<file path="config.mk">
export PLATFORM = sky130hd
export DESIGN_NAME = connect_n_game_ctrl
export DESIGN_NICKNAME = d
export VERILOG_FILES = /design/src/rtl/connect_n_game_ctrl.sv
export SDC_FILE = /design/constraint.sdc
export NUM_CORES = 1
export LEC_CHECK = 0
export ABC_CLOCK_PERIOD_IN_PS = 6700
export CORE_AREA = 5 5 124 214
export CTS_BUF_LIST = sky130_fd_sc_hd__clkbuf_8 sky130_fd_sc_hd__clkbuf_16
export CTS_CLUSTER_DIAMETER = 30
export DETAILED_ROUTE_END_ITERATION = 8
export DIE_AREA = 0 0 129 219
export PLACE_DENSITY = 0.87
export SETUP_SLACK_MARGIN = 0.3
export SLEW_MARGIN = 20
export SYNTH_ARGS = -nofsm -noshare
export SYNTH_HDL_FRONTEND = slang
export SYNTH_SLANG_ARGS = --single-unit
</file>
<file path="constraint.sdc">
create_clock -name i_clk -period 6.7 [get_ports i_clk]
set_input_delay 0.67 -clock i_clk [delete_from_list [all_inputs] [get_ports i_clk]]
set_output_delay 0.67 -clock i_clk [all_outputs]
set_load 0.02 [all_outputs]
</file>
<file path="src/rtl/connect_n_game_ctrl.sv">
// connect_n_game_ctrl
//   Parametrised Connect-N game core. Holds the board, per-column fill heights,
//   cursor, turn and move counters and a per-turn countdown with forced turn pass.
//   After every drop a sequential scanner walks outward from the placed disc,
//   one board cell per cycle, to detect a win; a full board without a win is a draw.
//
// Ports
//   i_clk, i_reset_n   clock, asynchronous active-low reset
//   i_restart          synchronous new-game pulse, honoured in every state
//   i_move_left/right  cursor pulses (ignored when both are set)
//   i_drop             drop a disc in the cursor column
//   i_tick             1 Hz turn-timer enable
//   o_board            cell (r,c) at [2*(r*COLS+c)+:2]; 00 empty, 01 P0, 10 P1
//   o_cursor_col       selected column
//   o_player_turn      player to move
//   o_state            00 PLAY, 01 CHECK, 10 WIN, 11 DRAW
//   o_winner           00 none, 01 P0, 10 P1
//   o_time_left        ticks remaining this turn
//   o_move_count       discs placed
//   o_illegal          one-cycle pulse on a drop into a full column
//   o_timeout          one-cycle pulse when a turn is forfeited
module connect_n_game_ctrl #(
    parameter int unsigned ROWS      = 6,
    parameter int unsigned COLS      = 7,
    parameter int unsigned WIN_LEN   = 4,
    parameter int unsigned TURN_TIME = 10,
    localparam int unsigned CW       = $clog2(COLS),
    localparam int unsigned TW       = (TURN_TIME > 0) ? $clog2(TURN_TIME + 1) : 1,
    localparam int unsigned MW       = $clog2(ROWS * COLS + 1)
) (
    input  logic                   i_clk,
    input  logic                   i_reset_n,
    input  logic                   i_restart,
    input  logic                   i_move_left,
    input  logic                   i_move_right,
    input  logic                   i_drop,
    input  logic                   i_tick,
    output logic [2*ROWS*COLS-1:0] o_board,
    output logic [CW-1:0]          o_cursor_col,
    output logic                   o_player_turn,
    output logic [1:0]             o_state,
    output logic [1:0]             o_winner,
    output logic [TW-1:0]          o_time_left,
    output logic [MW-1:0]          o_move_count,
    output logic                   o_illegal,
    output logic                   o_timeout
);

    localparam int unsigned RW    = $clog2(ROWS);
    localparam int unsigned HW    = $clog2(ROWS + 1);
    localparam int unsigned NW    = $clog2(WIN_LEN + 1);
    localparam int unsigned CELLS = ROWS * COLS;

    typedef enum logic [1:0] {
        StPlay  = 2'b00,
        StCheck = 2'b01,
        StWin   = 2'b10,
        StDraw  = 2'b11
    } state_e;

    // Architectural state
    state_e                 r_state,      w_state;
    logic [2*CELLS-1:0]     r_board,      w_board;
    logic [HW-1:0]          r_height [COLS];
    logic [HW-1:0]          w_height [COLS];
    logic [CW-1:0]          r_cursor,     w_cursor;
    logic                   r_turn,       w_turn;
    logic [1:0]             r_winner,     w_winner;
    logic [TW-1:0]          r_time_left,  w_time_left;
    logic [MW-1:0]          r_move_count, w_move_count;
    logic                   r_illegal,    w_illegal;
    logic                   r_timeout,    w_timeout;

    // Win scanner: placed disc, its code, current direction/side, run length, walker
    logic [RW-1:0]          r_prow,       w_prow;
    logic [CW-1:0]          r_pcol,       w_pcol;
    logic [1:0]             r_code,       w_code;
    logic [1:0]             r_dir,        w_dir;    // 0 horiz, 1 vert, 2 diag, 3 anti-diag
    logic                   r_side,       w_side;   // 0 walking +step, 1 walking -step
    logic [NW-1:0]          r_count,      w_count;
    logic [RW-1:0]          r_wrow,       w_wrow;
    logic [CW-1:0]          r_wcol,       w_wcol;

    logic [HW-1:0]          w_cur_height;
    logic [1:0]             w_code_now;
    int                     w_drop_idx;
    int                     w_dr;
    int                     w_dc;
    int                     w_probe_row;
    int                     w_probe_col;
    logic                   w_probe_in;
    logic [1:0]             w_probe_code;
    logic                   w_probe_hit;

    assign w_code_now = {r_turn, ~r_turn};

    // Fill height of the cursor column and the linear index of its next free cell
    always_comb begin
        w_cur_height = '0;
        for (int c = 0; c < COLS; c++) begin
            if (c == int'(r_cursor)) begin
                w_cur_height = r_height[c];
            end
        end
        w_drop_idx = int'(w_cur_height) * int'(COLS) + int'(r_cursor);
    end

    // Next cell the scanner examines: walker plus the signed step of the current side
    always_comb begin
        w_dr = 0;
        w_dc = 1;
        case (r_dir)
            2'd0:    begin w_dr = 0; w_dc = 1;  end
            2'd1:    begin w_dr = 1; w_dc = 0;  end
            2'd2:    begin w_dr = 1; w_dc = 1;  end
            default: begin w_dr = 1; w_dc = -1; end
        endcase
        if (r_side) begin
            w_dr = -w_dr;
            w_dc = -w_dc;
        end
        w_probe_row = int'(r_wrow) + w_dr;
        w_probe_col = int'(r_wcol) + w_dc;
        w_probe_in  = (w_probe_row >= 0) && (w_probe_row < int'(ROWS)) &&
                      (w_probe_col >= 0) && (w_probe_col < int'(COLS));
        w_probe_code = '0;
        for (int i = 0; i < CELLS; i++) begin
            if (w_probe_in && (i == w_probe_row * int'(COLS) + w_probe_col)) begin
                w_probe_code = r_board[2*i +: 2];
            end
        end
        w_probe_hit = w_probe_in && (w_probe_code == r_code);
    end

    // Next-state logic
    always_comb begin
        w_state      = r_state;
        w_board      = r_board;
        w_height     = r_height;
        w_cursor     = r_cursor;
        w_turn       = r_turn;
        w_winner     = r_winner;
        w_time_left  = r_time_left;
        w_move_count = r_move_count;
        w_illegal    = 1'b0;
        w_timeout    = 1'b0;
        w_prow       = r_prow;
        w_pcol       = r_pcol;
        w_code       = r_code;
        w_dir        = r_dir;
        w_side       = r_side;
        w_count      = r_count;
        w_wrow       = r_wrow;
        w_wcol       = r_wcol;

        if (i_restart) begin
            w_state      = StPlay;
            w_board      = '0;
            for (int c = 0; c < COLS; c++) begin
                w_height[c] = '0;
            end
            w_cursor     = '0;
            w_turn       = 1'b0;
            w_winner     = '0;
            w_time_left  = TW'(TURN_TIME);
            w_move_count = '0;
        end else begin
            case (r_state)
                StPlay: begin
                    if (i_drop && (int'(w_cur_height) < int'(ROWS))) begin
                        // Legal drop wins over moves and swallows a coincident tick
                        for (int i = 0; i < CELLS; i++) begin
                            if (i == w_drop_idx) begin
                                w_board[2*i +: 2] = w_code_now;
                            end
                        end
                        for (int c = 0; c < COLS; c++) begin
                            if (c == int'(r_cursor)) begin
                                w_height[c] = r_height[c] + HW'(1);
                            end
                        end
                        w_move_count = r_move_count + MW'(1);
                        w_prow       = RW'(w_cur_height);
                        w_pcol       = r_cursor;
                        w_wrow       = RW'(w_cur_height);
                        w_wcol       = r_cursor;
                        w_code       = w_code_now;
                        w_dir        = 2'd0;
                        w_side       = 1'b0;
                        w_count      = NW'(1);
                        w_state      = StCheck;
                    end else begin
                        if (i_drop) begin
                            w_illegal = 1'b1;
                        end else if (i_move_left && !i_move_right) begin
                            w_cursor = (r_cursor == '0) ? CW'(COLS - 1) : r_cursor - CW'(1);
                        end else if (i_move_right && !i_move_left) begin
                            w_cursor = (r_cursor == CW'(COLS - 1)) ? '0 : r_cursor + CW'(1);
                        end
                        if ((TURN_TIME > 0) && i_tick) begin
                            if (r_time_left == TW'(1)) begin
                                w_timeout   = 1'b1;
                                w_turn      = ~r_turn;
                                w_time_left = TW'(TURN_TIME);
                            end else begin
                                w_time_left = r_time_left - TW'(1);
                            end
                        end
                    end
                end

                StCheck: begin
                    if (w_probe_hit) begin
                        if (int'(r_count) + 1 >= int'(WIN_LEN)) begin
                            w_state  = StWin;
                            w_winner = r_code;
                        end else begin
                            w_count = r_count + NW'(1);
                            w_wrow  = RW'(w_probe_row);
                            w_wcol  = CW'(w_probe_col);
                        end
                    end else if (!r_side) begin
                        // Positive run ended; walk the other way keeping the count
                        w_side = 1'b1;
                        w_wrow = r_prow;
                        w_wcol = r_pcol;
                    end else if (r_dir != 2'd3) begin
                        w_dir   = r_dir + 2'd1;
                        w_side  = 1'b0;
                        w_count = NW'(1);
                        w_wrow  = r_prow;
                        w_wcol  = r_pcol;
                    end else if (r_move_count == MW'(CELLS)) begin
                        w_state = StDraw;
                    end else begin
                        w_state     = StPlay;
                        w_turn      = ~r_turn;
                        w_time_left = TW'(TURN_TIME);
                    end
                end

                default: begin
                    // WIN and DRAW hold until restart
                end
            endcase
        end
    end

    always_ff @(posedge i_clk or negedge i_reset_n) begin
        if (!i_reset_n) begin
            r_state      <= StPlay;
            r_board      <= '0;
            for (int c = 0; c < COLS; c++) begin
                r_height[c] <= '0;
            end
            r_cursor     <= '0;
            r_turn       <= 1'b0;
            r_winner     <= '0;
            r_time_left  <= TW'(TURN_TIME);
            r_move_count <= '0;
            r_illegal    <= 1'b0;
            r_timeout    <= 1'b0;
            r_prow       <= '0;
            r_pcol       <= '0;
            r_code       <= '0;
            r_dir        <= '0;
            r_side       <= 1'b0;
            r_count      <= '0;
            r_wrow       <= '0;
            r_wcol       <= '0;
        end else begin
            r_state      <= w_state;
            r_board      <= w_board;
            r_height     <= w_height;
            r_cursor     <= w_cursor;
            r_turn       <= w_turn;
            r_winner     <= w_winner;
            r_time_left  <= w_time_left;
            r_move_count <= w_move_count;
            r_illegal    <= w_illegal;
            r_timeout    <= w_timeout;
            r_prow       <= w_prow;
            r_pcol       <= w_pcol;
            r_code       <= w_code;
            r_dir        <= w_dir;
            r_side       <= w_side;
            r_count      <= w_count;
            r_wrow       <= w_wrow;
            r_wcol       <= w_wcol;
        end
    end

    assign o_board       = r_board;
    assign o_cursor_col  = r_cursor;
    assign o_player_turn = r_turn;
    assign o_state       = r_state;
    assign o_winner      = r_winner;
    assign o_time_left   = r_time_left;
    assign o_move_count  = r_move_count;
    assign o_illegal     = r_illegal;
    assign o_timeout     = r_timeout;

endmodule

</file>
Word level (Yosys, flattened, before mapping)

Index checks and enable logic that the tools add are counted.

Logic and storage cells: 573
Flip-flop bits (word level): 145
Input bits: 7
Output and inout bits: 104

Multipliers: 2
Muxes and demuxes: 186
Bitwise logic cells: 2
Equal/unequal tests: 117
$lt $le $gt $ge: 6
Reductions and logical operators: 175
Add/subtract/negate cells: 20

Operators by type and width:

| operator            | number |
|---|---|
| $eq 6x32->1 const A | 16 |
| $eq 7x32->1 const A | 10 |
| $eq 5x32->1 const A | 8 |
| $mux 84             | 3 |
| $mux 2              | 99 |
| $reduce_and 3->1    | 51 |
| $eq 4x32->1 const A | 4 |
| $eq 5x7->1 const A  | 16 |
| $mux 3              | 37 |
| $reduce_bool 2->1   | 55 |
| $eq 6x7->1 const A  | 10 |
| $add 4x32->32       | 2 |
| $eq 3x32->1 const A | 2 |
| $ge 32x1->1 const B | 2 |
| $logic_not 32->1    | 2 |
| $lt 32x4->1 const B | 2 |
| $mux 32             | 2 |
| $neg 32->32         | 2 |
| $pmux 32 s2         | 1 |
| $mux 21             | 3 |
| $eq 4x7->1 const A  | 8 |
| $logic_and 1x1->1   | 49 |
| $ne 3x3->1 const B  | 11 |
| $add 32x32->32      | 1 |
| other kinds (44)    | 112 |

Longest topological paths before layout

Gate-level depths: netlist of the first run.

Depth in word-level cells: 57
Mapped depth: 32
Gate-level depth less buffers: 28

Worst setup path before layout of the first run

No wires, ideal clock.

Path type: register to register
Start point: reg r_dir[0]
End point: reg r_wrow[0]
Cell stages (with the launch flop): 27
Setup time: 125 ps
Data arrival time: 6970 ps
Data required time: 6575 ps
Path buffers: 1
Path slack: -395 ps
Period minus slack after synthesis: 7095 ps
Cell sequence: dfrtp_1 -> inv_1 -> ha_1 -> nor2b_4 -> inv_2 -> buf_6 -> xnor2_1 -> ha_1 -> o31ai_1 -> ha_1 -> inv_1 -> ha_1 -> fa_1 -> fa_1 -> ha_1 -> and2_1 -> a221o_1 -> o21bai_2 -> a21oi_1 -> or4_1 -> or4_4 -> nor3_2 -> nor4_1 -> o311ai_1 -> nand2_2 -> o311ai_4 -> mux2_4

Word-level cells in the longest chain between the ends: 56
Elaborated cells on any way between the ends: 156
Classes of those cells: 5 x add/sub; 1 x mul; 4 x order compare; 47 x eq/ne; 49 x mux; 50 x reduce/logical

Ends and longest elaborated chain:

| element                                                              | line | RTL |
|---|---|---|
| start, declared                                                      | 78   | `logic [1:0] r_dir, w_dir;` |
| start signal, assigned                                               | 285  | `r_dir <= w_dir;` |
| parallel branches: the longest is 56 deep, another holds $neg 32->32 | n/a  |  |
| end signal, assigned                                                 | 288  | `r_wrow <= w_wrow;` |
| end, declared                                                        | 81   | `logic [RW-1:0] r_wrow, w_wrow;` |

Parallel ways; which one is timed is not known. The select of a mux whose other input is x is not followed.
A chain may end at the register's enable or synchronous reset.

Worst setup path in the final report of the first run

Start point: reg r_dir[1]
End point: reg r_wcol[1]

Word-level cells in the longest chain between the ends: 56
Elaborated cells on any way between the ends: 156
Classes of those cells: 5 x add/sub; 1 x mul; 4 x order compare; 47 x eq/ne; 49 x mux; 50 x reduce/logical

Ends and longest elaborated chain:

| element                                                              | line | RTL |
|---|---|---|
| parallel branches: the longest is 56 deep, another holds $neg 32->32 | n/a  |  |
| end signal, assigned                                                 | 289  | `r_wcol <= w_wcol;` |
| end, declared                                                        | 82   | `logic [CW-1:0] r_wcol, w_wcol;` |

Parallel ways; which one is timed is not known. The select of a mux whose other input is x is not followed.

==> results of run 1 <==
repair_timing:
action	in CTS	in global routing
endpoints found under the hold margin	0	0
gates resized for setup	33	81
setup endpoints to repair	21	105
pin swaps	15	26
gates cloned	0	1
buffers inserted	7	16
critical path: cells and delay by family (launching register included):
| family | cells | cell delay [ns] |
|---|---|---|
| compound gates | 7 | 1.48 |
| xor+xnor | 3 | 0.42 |
| fa+ha+maj | 6 | 1.98 |
| buf+inv | 9 | 0.93 |
| flops | 1 | 0.39 |
| mux | 1 | 0.20 |
| simple gates | 7 | 1.40 |
area by class of cell:
type	instances	area (sq um)	share of cell area (%)
Inverter	114	432.9	2.634
Timing Repair Buffer	216	2013	12.25
Multi-Input combinational cell	1149	9304	56.60
Clock inverter	11	183.9	1.119
Sequential cell	145	3632	22.10
Tap cell	312	390.4	2.375
Clock buffer	21	480.5	2.923
cells in the mapped netlist (all sizes together), types with 9 or more instances:
library cell / instances / area [sq um]
dfrtp: 143 / 3578
nor3: 32 / 165.2
a31oi: 17 / 112.6
a311oi: 31 / 271.5
nand2b: 13 / 83.83
nor2: 115 / 431.7
and3: 14 / 88.84
ha: 116 / 1451
a21o: 16 / 120.1
nand4: 19 / 118.9
xnor2: 25 / 219.0
inv: 112 / 420.4
o31ai: 9 / 67.56
nor3b: 13 / 97.59
a211oi: 11 / 95.09
xor2: 31 / 271.5
o21ai: 53 / 265.3
clkbuf: 79 / 296.5
o21a: 11 / 82.58
nor4: 12 / 81.33
a221oi: 9 / 85.08
mux2i: 29 / 290.3
and2: 9 / 56.30
buf: 21 / 128.9
nand2: 154 / 580.6
mux2: 13 / 153.9
a21oi: 155 / 775.7
fa: 57 / 1141
nand3: 69 / 350.3
nor2b: 13 / 88.83
metal layers:
metal / wire length (um) / track usage (%)
met4: 3545 / 18.08
met5: 0 / 0
met2: 22800 / 52.60
met3: 3027 / 4.530
met1: 14420 / 31.65
power by group through the flow:
stage	logic, uW	clock network, uW	registers, uW
finish	5830	1070	973
global route	6160	1110	977
CTS	5210	1070	969
detailed placement	5080	0	983
global placement	4960	0	981
floorplan	3620	0	988
worst min-delay path by stage:
stage          startpoint              end  slack [ns]  cells after the start
4_1_cts         i_reset_n  o_move_count[2]        0.24                      1
5_1_grt         i_reset_n     r_height[20]        0.28                      1
3_5_place_dp    r_prow[2]        r_prow[2]        0.50                      1
6_report        i_reset_n     r_height[20]        0.23                      1
2_1_floorplan   i_reset_n       o_board[0]        0.37                      0
3_3_place_gp    r_prow[2]        r_prow[2]        0.49                      1
cell usage in the layout, fill, tap and decap left out, types with 6 or more instances in the layout:
| cell type | Yosys | final |
|---|---|---|
| and3_1 | 13 | 13 |
| a21oi_1 | 155 | 144 |
| a21oi_2 | 0 | 8 |
| mux2i_1 | 29 | 28 |
| fa_1 | 57 | 53 |
| o211ai_1 | 7 | 7 |
| ha_2 | 0 | 6 |
| ha_4 | 0 | 24 |
| and2_1 | 9 | 7 |
| nand2_1 | 153 | 151 |
| xor2_1 | 31 | 29 |
| o21a_1 | 11 | 10 |
| a21o_1 | 16 | 16 |
| inv_1 | 110 | 101 |
| inv_2 | 2 | 11 |
| nand2b_1 | 12 | 12 |
| nand4_1 | 19 | 19 |
| mux4_2 | 7 | 7 |
| a211oi_1 | 10 | 9 |
| o31ai_1 | 9 | 6 |
| buf_4 | 2 | 92 |
| xnor2_1 | 25 | 20 |
| mux2_2 | 11 | 10 |
| buf_6 | 4 | 9 |
| a311oi_1 | 31 | 31 |
| a31oi_1 | 16 | 14 |
| clkdlybuf4s50_1 | 0 | 108 |
| nor3b_1 | 13 | 13 |
| nor2_1 | 115 | 109 |
| o21ai_0 | 53 | 46 |
| a221oi_1 | 8 | 7 |
| nor4_1 | 11 | 8 |
| nand3_1 | 68 | 67 |
| clkbuf_16 | 0 | 18 |
| nor3_1 | 31 | 26 |
| ha_1 | 116 | 86 |
| or3_1 | 7 | 7 |
| dfrtp_1 | 143 | 142 |
| nor2b_1 | 12 | 10 |
state kept, by name, summed over array words and instances (netlist names):
name           count
r_count            3
o_illegal          1
o_player_turn      1
r_wrow             3
o_timeout          1
o_cursor_col       3
o_move_count       6
r_wcol             3
o_board           84
r_pcol             3
r_side             1
o_time_left        4
o_winner           2
r_dir              2
r_code             2
r_prow             3
o_state            2
r_height          21
kinds of logic (layout without fill, tap and decap cells):
kind of cell / Yosys count / after routing / synth area share (%)
AND/OR/NAND/NOR: 497 / 497 / 18.50
AO/OA/AOI/OAI: 374 / 374 / 18.71
buffers and inverters: 214 / 362 / 6.558
adder cells (fa/ha/maj): 173 / 173 / 19.92
flip-flops: 145 / 145 / 27.91
XOR/XNOR: 56 / 56 / 3.770
multiplexers: 49 / 49 / 4.625
per-stage QoR:
step           total power (uW)  area, sq um  instances  util (%)  setup TNS [ns]
3_5_place_dp               6063        15000       1912     61.12          -2.822
6_report                   7871        16440       1968     67.00          -3.137
3_3_place_gp               5937        15000       1912     61.12               0
5_1_grt                    8240        16440       1968     67.00          -6.632
2_1_floorplan              4603        13260       1508         -        -0.03912
4_1_cts                    7250        15870       1951     64.68               0
==> metrics.yaml, run 1 <==
status: "complete, but fails checks"
violations: "setup timing"
post-place-ws_ns: -0.1962
grt_overflow_total: 0
cts.htree.levels: 4
cp-end-kind: "flip-flop"
antenna_found_initial: 0
fin_crit_ns: 6.944
cts_tree: "done"
grt_max_degree: 82
reg2reg_from: "r_dir[1]"
synthCells: 1508
avgSynthCellArea_sq_um: 8.628
io_pins: 111
hpwl_um: 29160
hold_slack_ns: 0.2251
num-fill-cells: 1766
diodes: 0
combPwrFrac_pct: 74.0
rrSetupSlack_ns: -0.24
setup_viol: 20
ctsRootBufferMaster: "clkbuf_16"
initial_utilization_pct: 53.03
pwr_density_cell_nw_per_um2: 478.8
antenna_left: 0
grt_pass1_wl_um: 66120
path_max_fanout: 7
cts-hold-fix-buffers: 0
final_layout_size_suffix_gt1_share_pct: 17.39
fin_ws_ns: -0.2438
finalCritPeriodShare_pct: 103.6
p_int_uw: 3967
hp-class: "input port to asynchronous set/reset pin"
start_kind: "flip-flop"
vias_per_cell: 6.584
ys_seq_area_share_pct: 27.91
cp_slowest_cell: "fa_1"
worstMarginPinSlew_ns: 1.111
yosys_warnings: 0
cp_data_required_time_ns: 7.05
fmax_mhz: 144.0
layout.nets: 1823
sw_frac_of_total_pct: 49.59
ys_async_sr_fraction_pct: 100.0
clk_latency_ns: 0.44
arrival_ns: 7.30
slowest_delay_ns: 0.55
grt_pass1_vias: 12890
synth_ff_type: "dfrtp_1"
maxCapViolations: 0
slew_violations: 0
totalWireLength_um: 43790
rows: 76
port_buffers: 110
final_hold_viol_count: 0
first_iter_violations: 1228
startpoint: "r_dir[1]"
clock_path_buffers: 2
clock_sinks: 145
power_frac_seq_pct: 12.4
synth_edf_count: 0
wl_per_cell_um: 22.25
crit_top_cell: "ha_4"
clkPwrFrac_pct: 13.6
slew_headroom_pct: 25.78
placeableCoreArea_sq_um: 24530
die_area_sq_um: 28250
syn_nets: 1688
grt.total_usage_pct: 29.29
fin_skew_ns: 0.007646
gp_congestion: 1.002
first_pass_iters: 8
chipWidth_um: 129
area_growth_pct: 26.33
vdd_drop_max_uv: 804.1
rsz0062_at_grt: "yes"
r2r_cells: 33
p_switching_uw: 3903
path_class: "flip-flop to flip-flop"
synth.distinct_cells: 88
crit_end: "r_wcol[1]"
die_h_um: 219
reg2reg_to: "r_wcol[1]"
syn_area_sq_um: 13010
synth-seq-cells: 145
cts.clk_slew.worst_paths_ns: 0.06
vias: 12960
cts_made_buffers: 17
drcViolationCount: 0
leakage_uw: 0.007207
No activity file was read; power rests on OpenSTA's default activity.
==> run 2, diff against run 1 <==
--- a/config.mk
+++ b/config.mk
@@ -6,12 +6,13 @@
 export NUM_CORES = 1
 export LEC_CHECK = 0
 export ABC_CLOCK_PERIOD_IN_PS = 6700
-export CORE_AREA = 5 5 124 214
+export CORE_AREA = 5 5 118 203
 export CTS_BUF_LIST = sky130_fd_sc_hd__clkbuf_8 sky130_fd_sc_hd__clkbuf_16
 export CTS_CLUSTER_DIAMETER = 30
 export DETAILED_ROUTE_END_ITERATION = 8
-export DIE_AREA = 0 0 129 219
-export PLACE_DENSITY = 0.87
+export DIE_AREA = 0 0 123 208
+export DONT_BUFFER_PORTS = 1
+export PLACE_DENSITY = 0.88
 export SETUP_SLACK_MARGIN = 0.3
 export SLEW_MARGIN = 20
 export SYNTH_ARGS = -nofsm -noshare
==> run 2 against run 1 <==
- the flow still finishes with violations (setup timing)
- sequential power hardly changed
- flip-flop and latch count unchanged
- first-iteration DRC count is 5.9% higher
- core utilization increased by 2.3 points
==> metrics.yaml, run 2 (synthesized netlist as in run 1, its figures left out) <==
cts_tree: "done"
antenna_found_initial: 0  # unchanged
cp_data_required_time_ns: 7.01  # -0.04 ns
r2r_cells: 28  # -15%
vdd_drop_max_uv: 506.8  # -37%
grt_pass1_wl_um: 65220  # -1.4%
vias_per_cell: 6.596  # +0.18%
die_area_sq_um: 25580  # -9.4%
final_util_pct: 69.26  # +2.3 points
slowest_delay_ns: 0.58  # +0.03 ns
wl_per_cell_um: 21.79  # -2.1%
path_max_fanout: 7  # unchanged
crit_top_cell: "ha_1"
area_growth_pct: 17.48
finalCritPeriodShare_pct: 102.1  # -1.5 points
fin_tns_setup_ns: -1.547  # +1.590 ns
final_common_cell: "nand2_1"
totalWireLength_um: 40990  # -6.4%
rows: 72  # -5.3%
hold_slack_ns: 0.07322  # -0.1519 ns
largest_reg_flops: 84  # unchanged
post-place-ws_ns: -0.2404  # -0.04418 ns
start_kind: "flip-flop"
reg2reg_from: "r_dir[1]"
path_class: "flip-flop to flip-flop"
grt_overflow_total: 0  # unchanged
p_int_uw: 3781  # -4.7%
antenna_left: 0  # unchanged
slew_violations: 0  # unchanged
setup_viol: 17  # -15%
fin_ws_ns: -0.1425  # +0.1013 ns
combPwrFrac_pct: 75.0  # +1.0 points
p_switching_uw: 3750  # -3.9%
multiInputGateArea_sq_um: 9174  # -1.4%
port_buffers: 0  # -100%
maxCapViolations: 0  # unchanged
cts_made_buffers: 17  # unchanged
pwr_density_cell_nw_per_um2: 492.6  # +2.9%
clk_latency_ns: 0.44  # about the same
ff_latch_area_sq_um: 3632  # unchanged
rrSetupSlack_ns: -0.14  # +0.10 ns
fin_skew_ns: 0.009374  # +0.001729 ns
chipWidth_um: 123  # -4.7%
worstMarginPinSlew_ns: 0.9530  # -0.1580 ns
fin_crit_ns: 6.843  # -0.1013 ns
io_pins: 111  # unchanged
clock_sinks: 145  # unchanged
arrival_ns: 7.15  # -0.15 ns
fmax_mhz: 146.1  # +1.5%
grt_pass1_vias: 12530  # -2.8%
rsz0062_at_grt: "yes"
final_layout_size_suffix_gt1_share_pct: 19.56  # +2.2 points
cp_slowest_cell: "or4_4"
initial_utilization_pct: 58.95  # +5.9 points
die_h_um: 208  # -5.0%
grt_max_degree: 144  # +76%
cts.clk_slew.worst_paths_ns: 0.06  # about the same
hpwl_um: 28800  # -1.2%
layout_common_cells: "nand2_1, a21oi_1, dfrtp_1"
first_pass_iters: 6  # -2
clock_path_buffers: 2  # unchanged
final_hold_viol_count: 0  # unchanged
placeableCoreArea_sq_um: 22070  # -10%
cp-end-kind: "flip-flop"
grt.total_usage_pct: 32.05  # +2.8 points
violations: "setup timing"
first_iter_violations: 1301  # +5.9%
leakage_uw: 0.006900  # -4.3%
cts.htree.levels: 4  # unchanged
drcViolationCount: 0  # unchanged
vias: 12410  # -4.3%
reg2reg_to: "r_count[1]"
ctsRootBufferMaster: "clkbuf_16"
power_frac_seq_pct: 13.3  # +0.9 points
design_area_sq_um: 15290  # -7.0%
sw_frac_of_total_pct: 49.80  # +0.20 points
gp_congestion: 0.9933  # -0.82%
status: "complete, but fails checks"
slew_headroom_pct: 36.34  # +11 points
clkPwrFrac_pct: 11.7  # -1.9 points
dpl-instance-area_sq_um: 14120  # -5.8%
num-fill-cells: 1510  # -14%
diodes: 0  # unchanged
layout.nets: 1752  # -3.9%
hp-class: "input port to asynchronous set/reset pin"
run 2: how the worst max path moves through the flow:
stage | to | from
2_1_floorplan | r_wrow[0] | r_dir[0]
3_3_place_gp | o_time_left[3] | r_dir[1]
3_5_place_dp | o_time_left[3] | r_dir[1]
4_1_cts | r_wrow[2] | r_dir[1]
5_1_grt | r_wrow[2] | r_dir[1]
6_report | r_count[1] | r_dir[1]
run 2: worst max-delay path, delay by kind of cell, from the launching register on:
kind | cells | cell delay, ns
AOI/OAI and AO/OA | 6 | 1.04
adders and majority gates | 6 | 1.93
buffers and inverters | 5 | 0.53
DFF | 1 | 0.37
muxes | 1 | 0.28
and+or+nand+nor | 10 | 2.57
run 2: timing repair:
item / in CTS / in global routing
endpoints found under the setup margin: 21 / 51
setup buffers: 19 / 5
hold buffers: 1 / 0
gates resized for setup: 38 / 54
pin swaps: 33 / 17
hold endpoints to repair: 143 / 0
run 2: power by group through the flow:
stage	combinational, uW	clock, uW	sequential (uW)
4_1_cts	5390	882	994
3_5_place_dp	5120	0	1010
5_1_grt	6090	923	1000
2_1_floorplan	3620	0	988
3_3_place_gp	4990	0	1010
6_report	5650	882	1000
run 2: final cells by class:
cell class              count  area share (%)
flip-flops and latches    145           23.76
clock inverters            14          0.6630
repair buffers            145           7.449
inverters                 114           2.816
well taps                 296           2.423
multi-input cells        1149           60.01
clock buffers              18           2.873
run 2: metrics by stage:
step | cells | total power [uW]
2_1_floorplan | 1508 | 4603
3_3_place_gp | 1824 | 6001
3_5_place_dp | 1824 | 6126
4_1_cts | 1876 | 7263
5_1_grt | 1881 | 8014
6_report | 1881 | 7530
run 2: routing by layer:
layer | GRT usage (%) | vias up | share of wire, %
met2 | 55.45 | 700 | 51
li1 | - | 5477 | -
met1 | 34.28 | 5957 | 32
met5 | 0 | - | 0
met4 | 21.11 | 0 | 8.4
met3 | 7.092 | 273 | 7.9
